$ cat src/rtl/seq_dot_mac_pkg.sv
// Package for the digit-serial dot-product MAC.
// Holds the FSM state type and two helpers:
//   digit_ext - extends one operand digit to the signed lane width
//   clamp_sat - clamps a wide signed accumulator into a narrower signed range
// Optional feature macro used by the top: SEQ_DOT_MAC_SATURATE_EN.
package seq_dot_mac_pkg;

    typedef enum logic [1:0] {
        IDLE = 2'd0,
        RUN  = 2'd1,
        DONE = 2'd2
    } state_e;

    // Upper bound on the digit width the helpers can handle.
    localparam int DIG_MAX = 8;

    // Extend the low pw bits of value to pw+1 bits. Only the most significant
    // digit (idx == n-1) of a signed operand carries a sign; every other digit
    // is a plain unsigned magnitude and is zero-extended.
    function automatic logic [DIG_MAX:0] digit_ext(
        input logic [DIG_MAX-1:0] value,
        input logic [7:0]         idx,
        input logic [7:0]         n,
        input logic               sgn,
        input int unsigned        pw
    );
        logic             fill;
        logic [DIG_MAX:0] ext;
        fill = sgn & (idx == (n - 8'd1)) & value[pw-1];
        for (int b = 0; b <= DIG_MAX; b++) begin
            ext[b] = (b < int'(pw)) ? value[b] : fill;
        end
        return ext;
    endfunction

    // Clamp a signed value into [-2^(aw-1), 2^(aw-1)-1].
    function automatic logic [63:0] clamp_sat(
        input logic signed [63:0] acc,
        input int unsigned        aw
    );
        logic signed [63:0] hi;
        logic signed [63:0] lo;
        hi = (64'sd1 <<< (aw - 1)) - 64'sd1;
        lo = -hi - 64'sd1;
        if (acc > hi) begin
            return hi;
        end else if (acc < lo) begin
            return lo;
        end else begin
            return acc;
        end
    endfunction

endpackage

$ cat src/rtl/seq_dot_mac_lane_tree.sv
// Combinational K-lane digit product and signed sum.
// Ports:
//   a_dig_i  [K][P+1]  signed A digits, one per lane
//   b_dig_i  [K][P+1]  signed B digits, one per lane
//   sum_o    SW        signed sum of the K lane products, SW = 2P+2+clog2(K)
module seq_dot_lane_tree #(
    parameter int K = 4,
    parameter int P = 2,
    localparam int SW = 2*P + 2 + $clog2(K)
) (
    input  logic [K-1:0][P:0]     a_dig_i,
    input  logic [K-1:0][P:0]     b_dig_i,
    output logic signed [SW-1:0]  sum_o
);

    logic signed [2*P+1:0] w_prod;
    logic signed [SW-1:0]  w_sum;

    // Multiply each lane's digit pair and add the lane products together
    always_comb begin
        w_sum  = {SW{1'b0}};
        w_prod = {(2*P+2){1'b0}};
        for (int k = 0; k < K; k++) begin
            w_prod = (2*P+2)'($signed(a_dig_i[k])) * (2*P+2)'($signed(b_dig_i[k]));
            w_sum  = w_sum + SW'(w_prod);
        end
    end

    assign sum_o = w_sum;

endmodule

$ cat src/rtl/seq_dot_mac.sv
// Digit-serial K-lane dot-product MAC: d = c + sum_k row[k]*col[k].
// One P-bit digit pair per lane per cycle, A digit inner loop, B digit outer.
// Ports:
//   clk_i, rst_ni            clock, asynchronous active-low reset
//   valid_i / ready_o        request handshake (operands latched on accept)
//   row_i, col_i, c_i        lane operands and accumulator seed
//   size_a_i, size_b_i       precisions in digits (0 or >ND means ND)
//   signed_a_i, signed_b_i   operand signedness
//   valid_o / ready_i        result handshake
//   d_o                      result, held after the handshake
// Macro SEQ_DOT_MAC_SATURATE_EN: saturate d_o instead of wrapping.
module seq_dot_mac
    import seq_dot_mac_pkg::*;
#(
    parameter int K         = 4,
    parameter int MAX_WIDTH = 16,
    parameter int P         = 2,
    parameter int ACC_WIDTH = 32,
    localparam int ND  = MAX_WIDTH / P,
    localparam int SZW = $clog2(ND) + 1
) (
    input  logic                          clk_i,
    input  logic                          rst_ni,
    input  logic                          valid_i,
    output logic                          ready_o,
    input  logic [K-1:0][MAX_WIDTH-1:0]   row_i,
    input  logic [K-1:0][MAX_WIDTH-1:0]   col_i,
    input  logic [ACC_WIDTH-1:0]          c_i,
    input  logic [SZW-1:0]                size_a_i,
    input  logic [SZW-1:0]                size_b_i,
    input  logic                          signed_a_i,
    input  logic                          signed_b_i,
    output logic                          valid_o,
    input  logic                          ready_i,
    output logic [ACC_WIDTH-1:0]          d_o
);

    localparam int LOGK  = $clog2(K);
    localparam int SW    = 2*P + 2 + LOGK;
    localparam int IW_B  = 2*MAX_WIDTH + LOGK;
    localparam int INT_W = ((ACC_WIDTH > IW_B) ? ACC_WIDTH : IW_B) + 1;
    localparam logic [SZW-1:0] ND_SZ  = SZW'(ND);
    localparam logic [SZW-1:0] ONE_SZ = SZW'(1'b1);
    localparam logic [SZW-1:0] ZERO_SZ = {SZW{1'b0}};

    state_e                        r_state;
    state_e                        w_state_nx;
    logic [K-1:0][MAX_WIDTH-1:0]   r_row;
    logic [K-1:0][MAX_WIDTH-1:0]   r_col;
    logic [SZW-1:0]                r_na;
    logic [SZW-1:0]                r_nb;
    logic                          r_sa;
    logic                          r_sb;
    logic [SZW-1:0]                r_i;
    logic [SZW-1:0]                r_j;
    logic signed [INT_W-1:0]       r_acc;
    logic [ACC_WIDTH-1:0]          r_d;
    logic                          r_valid;

    logic                          w_accept;
    logic                          w_last;
    logic [SZW-1:0]                w_na;
    logic [SZW-1:0]                w_nb;
    logic [7:0]                    w_a_off;
    logic [7:0]                    w_b_off;
    logic [7:0]                    w_shamt;
    logic [K-1:0][P:0]             w_a_dig;
    logic [K-1:0][P:0]             w_b_dig;
    logic signed [SW-1:0]          w_sum;
    logic signed [INT_W-1:0]       w_term;
    logic signed [INT_W-1:0]       w_acc_nx;
    logic [ACC_WIDTH-1:0]          w_d_nx;

    // ready_o depends on ready_i so a finished result can hand over to a new request in one cycle
    assign ready_o  = (r_state == IDLE) | ((r_state == DONE) & ready_i);
    assign w_accept = valid_i & ready_o;
    assign valid_o  = r_valid;
    assign d_o      = r_d;

    // Clamp requested precisions: 0 or anything above ND means full width
    always_comb begin
        w_na = size_a_i;
        w_nb = size_b_i;
        if ((size_a_i == ZERO_SZ) || (size_a_i > ND_SZ)) begin
            w_na = ND_SZ;
        end else begin
            w_na = size_a_i;
        end
        if ((size_b_i == ZERO_SZ) || (size_b_i > ND_SZ)) begin
            w_nb = ND_SZ;
        end else begin
            w_nb = size_b_i;
        end
    end

    // Select and extend the current digit of every lane
    always_comb begin
        w_a_off = 8'(r_i) * 8'(P);
        w_b_off = 8'(r_j) * 8'(P);
        w_a_dig = {(K*(P+1)){1'b0}};
        w_b_dig = {(K*(P+1)){1'b0}};
        for (int k = 0; k < K; k++) begin
            w_a_dig[k] = (P+1)'(digit_ext(DIG_MAX'(r_row[k][w_a_off +: P]),
                                          8'(r_i), 8'(r_na), r_sa, P));
            w_b_dig[k] = (P+1)'(digit_ext(DIG_MAX'(r_col[k][w_b_off +: P]),
                                          8'(r_j), 8'(r_nb), r_sb, P));
        end
    end

    seq_dot_lane_tree #(
        .K (K),
        .P (P)
    ) u_lane_tree (
        .a_dig_i (w_a_dig),
        .b_dig_i (w_b_dig),
        .sum_o   (w_sum)
    );

    // Weight the lane sum by the digit positions and form the next accumulator
    always_comb begin
        w_shamt  = 8'(P) * (8'(r_i) + 8'(r_j));
        w_term   = INT_W'(w_sum) <<< w_shamt;
        w_acc_nx = r_acc + w_term;
        w_last   = (r_i == (r_na - ONE_SZ)) & (r_j == (r_nb - ONE_SZ));
`ifdef SEQ_DOT_MAC_SATURATE_EN
        w_d_nx   = ACC_WIDTH'(clamp_sat(64'(w_acc_nx), ACC_WIDTH));
`else
        w_d_nx   = w_acc_nx[ACC_WIDTH-1:0];
`endif
    end

    // FSM state register
    always_ff @(posedge clk_i or negedge rst_ni) begin
        if (!rst_ni) begin
            r_state <= IDLE;
        end else begin
            r_state <= w_state_nx;
        end
    end

    // FSM next-state logic
    always_comb begin
        w_state_nx = r_state;
        case (r_state)
            IDLE: begin
                if (w_accept) begin
                    w_state_nx = RUN;
                end else begin
                    w_state_nx = IDLE;
                end
            end
            RUN: begin
                if (w_last) begin
                    w_state_nx = DONE;
                end else begin
                    w_state_nx = RUN;
                end
            end
            DONE: begin
                if (w_accept) begin
                    w_state_nx = RUN;
                end else if (ready_i) begin
                    w_state_nx = IDLE;
                end else begin
                    w_state_nx = DONE;
                end
            end
            default: begin
                w_state_nx = IDLE;
            end
        endcase
    end

    // Operand capture, digit counters and shift-accumulate
    always_ff @(posedge clk_i or negedge rst_ni) begin
        if (!rst_ni) begin
            r_row <= {(K*MAX_WIDTH){1'b0}};
            r_col <= {(K*MAX_WIDTH){1'b0}};
            r_na  <= ZERO_SZ;
            r_nb  <= ZERO_SZ;
            r_sa  <= 1'b0;
            r_sb  <= 1'b0;
            r_i   <= ZERO_SZ;
            r_j   <= ZERO_SZ;
            r_acc <= {INT_W{1'b0}};
        end else if (w_accept) begin
            r_row <= row_i;
            r_col <= col_i;
            r_na  <= w_na;
            r_nb  <= w_nb;
            r_sa  <= signed_a_i;
            r_sb  <= signed_b_i;
            r_i   <= ZERO_SZ;
            r_j   <= ZERO_SZ;
            r_acc <= INT_W'($signed(c_i));
        end else if (r_state == RUN) begin
            r_acc <= w_acc_nx;
            // i is the inner (A) digit loop, j the outer (B) digit loop
            if (r_i == (r_na - ONE_SZ)) begin
                r_i <= ZERO_SZ;
                if (r_j == (r_nb - ONE_SZ)) begin
                    r_j <= ZERO_SZ;
                end else begin
                    r_j <= r_j + ONE_SZ;
                end
            end else begin
                r_i <= r_i + ONE_SZ;
            end
        end else begin
            r_acc <= r_acc;
        end
    end

    // Result register and valid flag; d_o only changes when a result completes
    always_ff @(posedge clk_i or negedge rst_ni) begin
        if (!rst_ni) begin
            r_d     <= {ACC_WIDTH{1'b0}};
            r_valid <= 1'b0;
        end else begin
            r_valid <= (w_state_nx == DONE);
            if ((r_state == RUN) && w_last) begin
                r_d <= w_d_nx;
            end else begin
                r_d <= r_d;
            end
        end
    end

endmodule

$ cat config.mk
export PLATFORM = sky130hd
export DESIGN_NAME = seq_dot_mac
export DESIGN_NICKNAME = d
export VERILOG_FILES = /design/src/rtl/seq_dot_mac_pkg.sv /design/src/rtl/seq_dot_mac_lane_tree.sv /design/src/rtl/seq_dot_mac.sv
export SDC_FILE = /design/constraint.sdc
export NUM_CORES = 1
export LEC_CHECK = 0
export BUFFER_PORTS_ARGS = -buffer_cell sky130_fd_sc_hd__clkbuf_2
export CORE_UTILIZATION = 40
export CTS_BUF_LIST = sky130_fd_sc_hd__clkbuf_4 sky130_fd_sc_hd__clkbuf_8
export CTS_CLUSTER_DIAMETER = 30
export DETAILED_ROUTE_END_ITERATION = 16
export GPL_TIMING_DRIVEN = 0
export SLEW_MARGIN = 10
export SYNTH_ARGS = -nofsm -noshare
export SYNTH_HDL_FRONTEND = slang
export SYNTH_SLANG_ARGS = --single-unit
export TNS_END_PERCENT = 50
$ cat constraint.sdc
create_clock -name clk_i -period 9.9 [get_ports clk_i]
set_input_delay 0.99 -clock clk_i [delete_from_list [all_inputs] [get_ports clk_i]]
set_output_delay 0.99 -clock clk_i [all_outputs]
set_load 0.02 [all_outputs]
# Word-level counts from Yosys, hierarchy flattened
# Cells that the tools add are included.
# word_totals
ff_bits	216
latch_bits	0
mem_bits_rw	0
romBits	0
output_inout_bits	34
mem_count	0
# op_classes
addsub	11
mul	4
div	0
order_cmp	2
eq_ne	7
n_shift	9
mux	16
bitwise_logic	14
n_reduce_logical	9
# ops
op	n
$shiftx A16 B6 Y2	8
$mux W35	2
$mux W4	9
$add A35 B35 Y35	1
$sshl A8 B6 Y35	1
$mul A3 B3 Y6	4
$eq A4 B8 Y1	2
$and A1 B1 Y1	13
$sub A4 B1 Y5 const B	2
$add A4 B1 Y4 const B	2
$add A7 B6 Y8	1
$add A8 B6 Y8	1
$eq A4 B4 Y1	2
$gt A4 B4 Y1 const B	2
$logic_not A4 Y1	2
$sub A4 B1 Y4 const B	2
$add A6 B6 Y7	1
$mux W2	3
$pmux W2 S3	1
$add A4 B4 Y5	1
$eq A2 B2 Y1 const B	2
$reduce_bool A2 Y1	2
$eq A2 B1 Y1 const B	1
$logic_not A2 Y1	1
5 further kinds	6

# Longest topological paths before layout
# Gate-level depths: netlist of run 1.
# logic_depth
depth_word	12
depth_mapped	42

# Hierarchy
# From an unflattened synthesis of run 1, not the netlist that was laid out.
# hier_totals
cells_unflattened	1492
area_unflattened_um2	13395.3
# modules_own_cells
module	n_inst	cells_each	area_per_inst_um2	seq_area_each_um2
seq_dot_mac	1	1293	11572.3	5330.1
seq_dot_lane_tree	1	199	1823.0	0.0

# Worst setup path before layout of run 1
# No wires, ideal clock.
# synth_timing
path_kind	reg-to-reg
startpoint	register r_j[0]
endpoint	register r_d[30] (netlist: d_o[30])
setup_time_ns	0.141
arrival_ns	8.883
required_time_ns	9.759
path_slack_ns	0.876
path_stages_with_launch	40
n_path_buf	4
cell_sequence	dfrtp_1 buf_4 buf_1 mux4_2 mux2i_1 nor2_1 nand2_1 inv_1 o21ai_0 fa_1 fa_1 inv_1 fa_1 inv_1 fa_1 fa_1 inv_1 ha_1 [4 not listed] nand2_1 xnor2_1 clkbuf_1 nand2b_1 o21ai_0 o21ai_0 nor2_1 ha_1 clkbuf_1 nand4_1 or2_2 a211oi_1 nor2_1 o21ai_0 a41o_1 a211oi_1 nor3_1 a31oi_1
# synth_between
elab_chain_len	9
elab_cells_between_ends	23
classes_between	5 x add/sub; 4 x mul; 2 x eq/ne; 5 x shift; 6 x bitwise; 1 x reduce/logical
# synth_rtl
item	line_no	rtl
start, declared	seq_dot_mac.sv:55	logic [SZW-1:0] r_j;
start signal, assigned	seq_dot_mac.sv:204	r_j <= r_j + ONE_SZ;
branches (longest 9 deep; another with $add A35 B35 Y35)	n/a	
end signal, assigned	seq_dot_mac.sv:217	r_d <= {ACC_WIDTH{1'b0}};
end signal, assigned	seq_dot_mac.sv:222	r_d <= w_d_nx;
end signal, assigned	seq_dot_mac.sv:224	r_d <= r_d;
end, declared	seq_dot_mac.sv:57	logic [ACC_WIDTH-1:0] r_d;
# Several ways; the timed one is not identified.
# A chain may end at the register's enable or synchronous reset.

# Final worst setup path of run 1
# layout_timing
startpoint	register r_nb[0]
endpoint	register r_d[30] (netlist: d_o[30])
# layout_between
elab_chain_len	10
elab_cells_between_ends	20
classes_between	6 x add/sub; 4 x mul; 2 x eq/ne; 1 x shift; 6 x bitwise; 1 x reduce/logical
# layout_rtl
item	line_no	rtl
start, declared	seq_dot_mac.sv:51	logic [SZW-1:0] r_nb;
start signal, assigned	seq_dot_mac.sv:190	r_nb <= w_nb;
$sub A4 B1 Y5	seq_dot_mac_pkg.sv:29	fill = sgn & (idx == (n - 8'd1)) & value[pw-1];
$eq A4 B8 Y1	seq_dot_mac_pkg.sv:29	
$and A1 B1 Y1 (2 in series)	seq_dot_mac_pkg.sv:29	
$mul A3 B3 Y6	seq_dot_mac_lane_tree.sv:24	w_prod = (2*P+2)'($signed(a_dig_i[k])) * (2*P+2)'($signed(b_dig_i[k]));
$add A6 B6 Y7	seq_dot_mac_lane_tree.sv:25	w_sum = w_sum + SW'(w_prod);
$add A7 B6 Y8	seq_dot_mac_lane_tree.sv:25	
$add A8 B6 Y8	seq_dot_mac_lane_tree.sv:25	
$sshl A8 B6 Y35	seq_dot_mac.sv:122	w_term = INT_W'(w_sum) <<< w_shamt;
$add A35 B35 Y35	seq_dot_mac.sv:123	w_acc_nx = r_acc + w_term;
# Several ways; a longest one is shown, not always the timed one.

==> impl_metrics.json, run 1 <==
{
  "synth_area_leaders": "dfrtp_1, nand2_1, fa_1",
  "period_share_pct": 95.64,
  "grt_pass1_vias": 11713,
  "grt_start_max_net_pins": 97,
  "clock_skew_ns": 0.03798,
  "cp_data_arrival_time_ns": 9.93,
  "die_x_microns": 185.9,
  "track_usage_pct": 23.63,
  "setup_viol": 0,
  "via_per_inst": 5.136,
  "path_buf_inv": 3,
  "synth_compound_area_share_pct": 11.31,
  "yosysTopAreaCellShare_pct": 39.39,
  "num_rows": 66,
  "drc": 0,
  "max_stage_delay_ns": 0.59,
  "clkSinkCount": 213,
  "drt_iter0_markers": 531,
  "vias": 11561,
  "p_switching_uw": 2563,
  "antenna_found_initial": 0,
  "p_int_uw": 3350,
  "multiInputGateArea_sq_um": 7729,
  "sw_frac_of_total_pct": 43.35,
  "cts_max_path_buffers": 3,
  "mostFrequentLayoutCells": "nand2_1, dfrtp_1, clkbuf_2",
  "diodes": 0,
  "synth_area_per_cell_sq_um": 9.010,
  "synth-edff-count": 0,
  "syn_nets": 1778,
  "p_comb_share_pct": 52.8,
  "syn-instance-count": 1502,
  "dp_hpwl_mm": 29.87,
  "critPathTopFamily": "adder cells",
  "ys.flop_type": "dfrtp_1",
  "worst_pin_slew_ns": 0.8516,
  "wirelength_mm": 39.15,
  "synthSimpleGateAreaFrac_pct": 20.56,
  "cp_slowest_cell": "fa_1",
  "ff_latch_area_sq_um": 5330,
  "drv_cap": 0,
  "fill_cells": 3131,
  "htree_levels": 2,
  "ioPinCount": 208,
  "path_max_fanout": 10,
  "wl_per_cell_microns": 17.39,
  "drtAntennaViolNets": 0,
  "die_h_microns": 185.9,
  "end_kind": "register",
  "syn_to_final_growth_pct": 23.01,
  "p_per_area_nw_per_um2": 355.2,
  "drive_above_1_share_pct": 22.17,
  "path_clk_slew_ns": 0.06,
  "final_nets": 2043,
  "yosys_register_bits": 213,
  "start_util_pct": 41.07,
  "synth_warnings": 0,
  "pwr-share-seq_pct": 25.9,
  "grt_remaining_overflow": 0,
  "crit_required_ns": 10.36,
  "crit_type": "reg2reg",
  "fin_tns_setup_ns": 0,
  "portBuffers": 207,
  "core-area_sq_um": 32950,
  "crit_top_cell": "fa_1",
  "fin_crit_ns": 9.469,
  "dieArea_sq_um": 34570,
  "worstSetupStartpointType": "register",
  "slew_headroom_pct": 43.23,
  "p_leak_uw": 0.008408,
  "synth.area.mux_share_pct": 8.192,
  "synth.largest_area_cell": "dfrtp_1",
  "synth-xor-area-share_pct": 3.994,
  "layout_commonest_cell": "nand2_1",
  "place_congestion": 0.9197,
  "grt_first_pass_wirelength_mm": 61.96,
  "instances_no_fill": 2251,
  "dp_cells": 2153,
  "synth_cell_types": 69,
  "yosysSeqAreaShare_pct": 39.39,
  "cts_tree": "done",
  "finalMaxSlewViolations": 0,
  "async_reset_ff_share_pct": 100.0,
  "cts_root_buf": "clkbuf_8",
  "clk_latency_ns": 0.64,
  "ir_drop_v": 0.0001607,
  "synth_fa_ha_area_share_pct": 12.11,
  "hold_path_class": "in2async",
  "clock.fmax_mhz": 105.6,
  "hold_buffers": 0,
  "synth_top_family_by_area": "simple AND/OR/NAND/NOR gates",
  "cts_buffers": 52,
  "first_pass_iters": 5,
  "outcome": "finished, final reports clean",
  "finalHoldViolations": 0,
  "power_frac_clock_pct": 21.3,
  "syn_area_sq_um": 13530
}
[sequential cells by signal (all words and copies together), names as in the netlist]
name and count:
r_sb 1, r_sa 1, d_o 32, r_acc 32, valid_o 1, r_col 64, r_row 64, r_na 4
r_state 2, r_j 4, r_nb 4, r_i 4
[power groups by stage]
stage	registers [uW]	clock network (uW)	logic [uW]
after global placement	1530	0	2960
after detailed placement	1540	0	2990
after CTS	1530	1290	3050
final	1530	1260	3120
after floorplan	1510	0	2200
after global routing	1580	1330	3470
[layer usage]
metal	vias up	global-route usage, %	wire [microns]
met5	-	0	0
met4	0	8.656	1005
met3	59	4.872	2400
met2	370	38.61	18400
met1	5551	30.87	17350
li1	5581	-	-
[stage by stage]
step                area (sq um)  hold WS, ns  utilization (%)  worst slack (ns)  power, uW
global route               16650       0.3433            50.52         -0.006224       6380
detailed placement         15190       0.4562            46.09            -1.456       4532
floorplan                  13530       0.4373                -            0.8760       3707
global placement           15120       0.4513            45.90            -1.446       4484
finish                     16650       0.3280            50.52            0.4314       5913
CTS                        16520       0.3154            50.15           0.01506       5869
[cell families (layout without fill, tap and decap cells)]
logic type / count (synthesis) / in the layout
adders and majority gates: 103 / 103
xor gates and xnor gates: 60 / 60
and+or+nand+nor: 666 / 666
buffers and inverters: 153 / 460
muxes: 66 / 66
DFF: 213 / 213
AOI/OAI and AO/OA: 241 / 241
[cells in the mapped netlist (6+ instances only)]
cell type and number:
nand2_1 488, dfrtp_1 213, inv_1 77, o21ai_0 71, nor2_1 65, clkbuf_1 64, a21oi_1 58, ha_1 55
fa_1 47, xnor2_1 39, mux4_2 26, a22oi_1 25, a21o_1 23, nor3_1 22, xor2_1 19, nor2b_1 18
mux2i_1 17, mux2_2 16, nand3_1 13, nand2b_1 12, o21a_1 11, a31oi_1 8, and2_1 8, buf_1 8
and3_1 7, nand3b_1 7, mux4_1 6, nor4_1 6
[final cells by class]
type                            instances  area share, %
Buffer                                 73          2.059
Clock buffer                           65          5.186
Clock inverter                         31          2.420
Inverter                               77          1.736
Multi-Input combinational cell       1136          46.43
Sequential cell                       213          32.02
Tap cell                              442          3.322
Timing Repair Buffer                  214          6.832
[worst paths after layout]
check	to	from	cells past startpoint	slack [ns]
setup / recovery	d_o[30]	r_nb[0]	36	0.43
hold / removal	r_col[56]	rst_ni	1	0.33
setup reg to reg	d_o[30]	r_nb[0]	36	0.43
hold reg to reg	r_row[57]	r_row[57]	2	0.47
max in group asynchronous	r_j[0]	rst_ni	2	8.69
min in group clk_i	r_row[57]	r_row[57]	2	0.47
[worst reg2reg max path: cells and delay by family (launching register included)]
kind	cells	cell delay, ns
adder cells (fa/ha/maj)	8	3.56
AND/OR/NAND/NOR	11	2.31
AO/OA/AOI/OAI	11	2.05
XOR/XNOR	3	0.52
buffers and inverters	3	0.45
flip-flops	1	0.38
[timing repair]
item / in CTS / in global routing
setup endpoints to repair: 37 / 32
pin swaps: 0 / 5
setup buffers: 0 / 5
resized for setup: 29 / 29
Note: power is estimated with default switching activity, not from simulation.
==> inputs of run 2 (changes only) <==
--- a/config.mk
+++ b/config.mk
@@ -6,11 +6,12 @@
 export NUM_CORES = 1
 export LEC_CHECK = 0
 export BUFFER_PORTS_ARGS = -buffer_cell sky130_fd_sc_hd__clkbuf_2
-export CORE_UTILIZATION = 40
+export CORE_UTILIZATION = 45
 export CTS_BUF_LIST = sky130_fd_sc_hd__clkbuf_4 sky130_fd_sc_hd__clkbuf_8
 export CTS_CLUSTER_DIAMETER = 30
 export DETAILED_ROUTE_END_ITERATION = 16
 export GPL_TIMING_DRIVEN = 0
+export PLACE_DENSITY = 0.66
 export SLEW_MARGIN = 10
 export SYNTH_ARGS = -nofsm -noshare
 export SYNTH_HDL_FRONTEND = slang
==> run 2 against run 1 <==
Effect of this change: global-route usage increased by 1.8 points; via count barely moved; register-to-register slack improved by 0.16 ns; die area is 11% lower; final area fell by 0.68%; flip-flop and latch count unchanged; critical path type unchanged; critical endpoint is now d_o[29]; highest routed layer unchanged.
==> impl_metrics.json, run 2 (synthesis gave the netlist of run 1 again) <==
{
  "reg2reg_depth": 35,
  "htree_levels": 2,
  "setup_ws_ns": 0.5900,
  "track_usage_pct": 25.45,
  "ioPinCount": 208,
  "path_depth": 35,
  "grt_first_pass_wirelength_mm": 61.16,
  "cts_max_path_buffers": 3,
  "reg_top3": "r_col: 64 flops, r_row: 64 flops",
  "fin_tns_setup_ns": 0,
  "grt_remaining_overflow": 0,
  "drive_above_1_share_pct": 22.43,
  "gr-usage-met3_pct": 4.437,
  "r2r_slack_ns": 0.59,
  "multiInputGateArea_sq_um": 7760,
  "max_stage_delay_ns": 0.54,
  "drv_cap": 0,
  "die_h_microns": 175.4,
  "path_buf_inv": 5,
  "drtAntennaViolNets": 0,
  "gr-usage-met2_pct": 41.07,
  "dp_hpwl_mm": 29.05,
  "drt_iter0_markers": 710,
  "slew_headroom_pct": 40.45,
  "cp_data_arrival_time_ns": 9.77,
  "grt_start_max_net_pins": 102,
  "core-area_sq_um": 29640,
  "utilization_pct": 55.79,
  "clock_skew_ns": 0.02883,
  "r2r-end": "d_o[29]",
  "cts_root_buf": "clkbuf_8",
  "syn_to_final_growth_pct": 22.18,
  "layout_commonest_cell": "nand2_1",
  "first_pass_iters": 5,
  "dp_slack_ns": -1.333,
  "num_rows": 63,
  "ff_latch_area_sq_um": 5330,
  "crit_required_ns": 10.36,
  "wirelength_mm": 38.28,
  "clk_latency_ns": 0.59,
  "hold_path_class": "in2async",
  "fill_cells": 2772,
  "worstSetupStartpointType": "register",
  "clkSinkCount": 213,
  "p_per_area_nw_per_um2": 352.8,
  "crit_start": "r_na[0]",
  "drc": 0,
  "die_x_microns": 175.4,
  "fin_crit_ns": 9.310,
  "dieArea_sq_um": 30770,
  "finalHoldViolations": 0,
  "outcome": "finished, final reports clean",
  "crit_type": "reg2reg",
  "final_nets": 2042,
  "r2r_start": "r_na[0]",
  "start_util_pct": 45.66,
  "via_per_inst": 5.265,
  "critPathTopFamily": "adder cells",
  "portBuffers": 207,
  "place_congestion": 0.9249,
  "cts_buffers": 49,
  "finalMaxSlewViolations": 0,
  "rsz0062_at_grt": "false",
  "clock.fmax_mhz": 107.4,
  "period_share_pct": 94.04,
  "end_kind": "register",
  "top_usage_layer": "met2",
  "p_leak_uw": 0.008371,
  "cp_slowest_cell": "fa_1",
  "path_clk_slew_ns": 0.05,
  "grt_pass1_vias": 11650,
  "path_max_fanout": 6,
  "grtUsageMet1_pct": 34.70,
  "ir_drop_v": 0.0001447,
  "vias": 11568,
  "worst_pin_slew_ns": 0.8933,
  "wl_per_cell_microns": 17.42,
  "cts_tree": "done",
  "setup_viol": 0,
  "mostFrequentLayoutCells": "nand2_1, dfrtp_1, clkbuf_2",
  "hold_buffers": 0,
  "antenna_found_initial": 1,
  "p_total_uw": 5834
}
==> run 2: cell types whose count changed in the layout (fill, tap and decap cells not counted), sizes merged <==
cell / delta
bufinv: -3
buf: +1
clkbuf: +4
clkinv: -4
diode: +1
clkinvlp: -1
==> run 2: metal layers <==
metal,share of wire [%],wire length [microns],vias to the layer above
li1,-,-,5593
met1,45,17140,5541
met2,46,17620,363
met3,6.3,2402,71
met4,2.9,1108,0
met5,0,0,-
==> run 2: where the power goes <==
| part | switching [uW] | total [uW] | internal (uW) |
|---|---|---|---|
| Sequential | 242 | 1530 | 1290 |
| Combinational | 1860 | 3140 | 1290 |
| Clock | 444 | 1160 | 713 |
==> run 2: how the worst max path moves through the flow <==
stage	to	slack, ns
floorplan	d_o[30]	0.88
global placement	d_o[30]	-1.32
detailed placement	d_o[30]	-1.33
CTS	d_o[31]	0.02
global route	d_o[29]	0.01
finish	d_o[29]	0.59
==> run 2: layout make-up <==
class | instances | share of cell area, %
multi-input combinational | 1136 | 46.93
sequential | 213 | 32.24
timing repair buffer | 216 | 6.969
clock buffer | 68 | 5.282
tap | 390 | 2.951
buffer | 73 | 2.119
clock inverter | 23 | 1.748
inverter | 77 | 1.748
antenna | 1 | 0.01513
==> run 2: repair_timing <==
action / 4_1_cts / 5_1_grt
pin swaps: 0 / 7
gates resized for setup: 27 / 40
buffers inserted: 0 / 7
endpoints found under the setup margin: 36 / 34
endpoints found under the hold margin: 0 / 0
==> run 2: metrics by stage <==
stage                     hold WS [ns]  instance area [sq um]  instances
after floorplan                 0.4373                  13530       1502
after global placement          0.4502                  15060       2099
after detailed placement        0.4591                  15120       2101
after CTS                       0.3357                  16340       2191
after global routing            0.3481                  16530       2197
final                           0.3375                  16530       2197
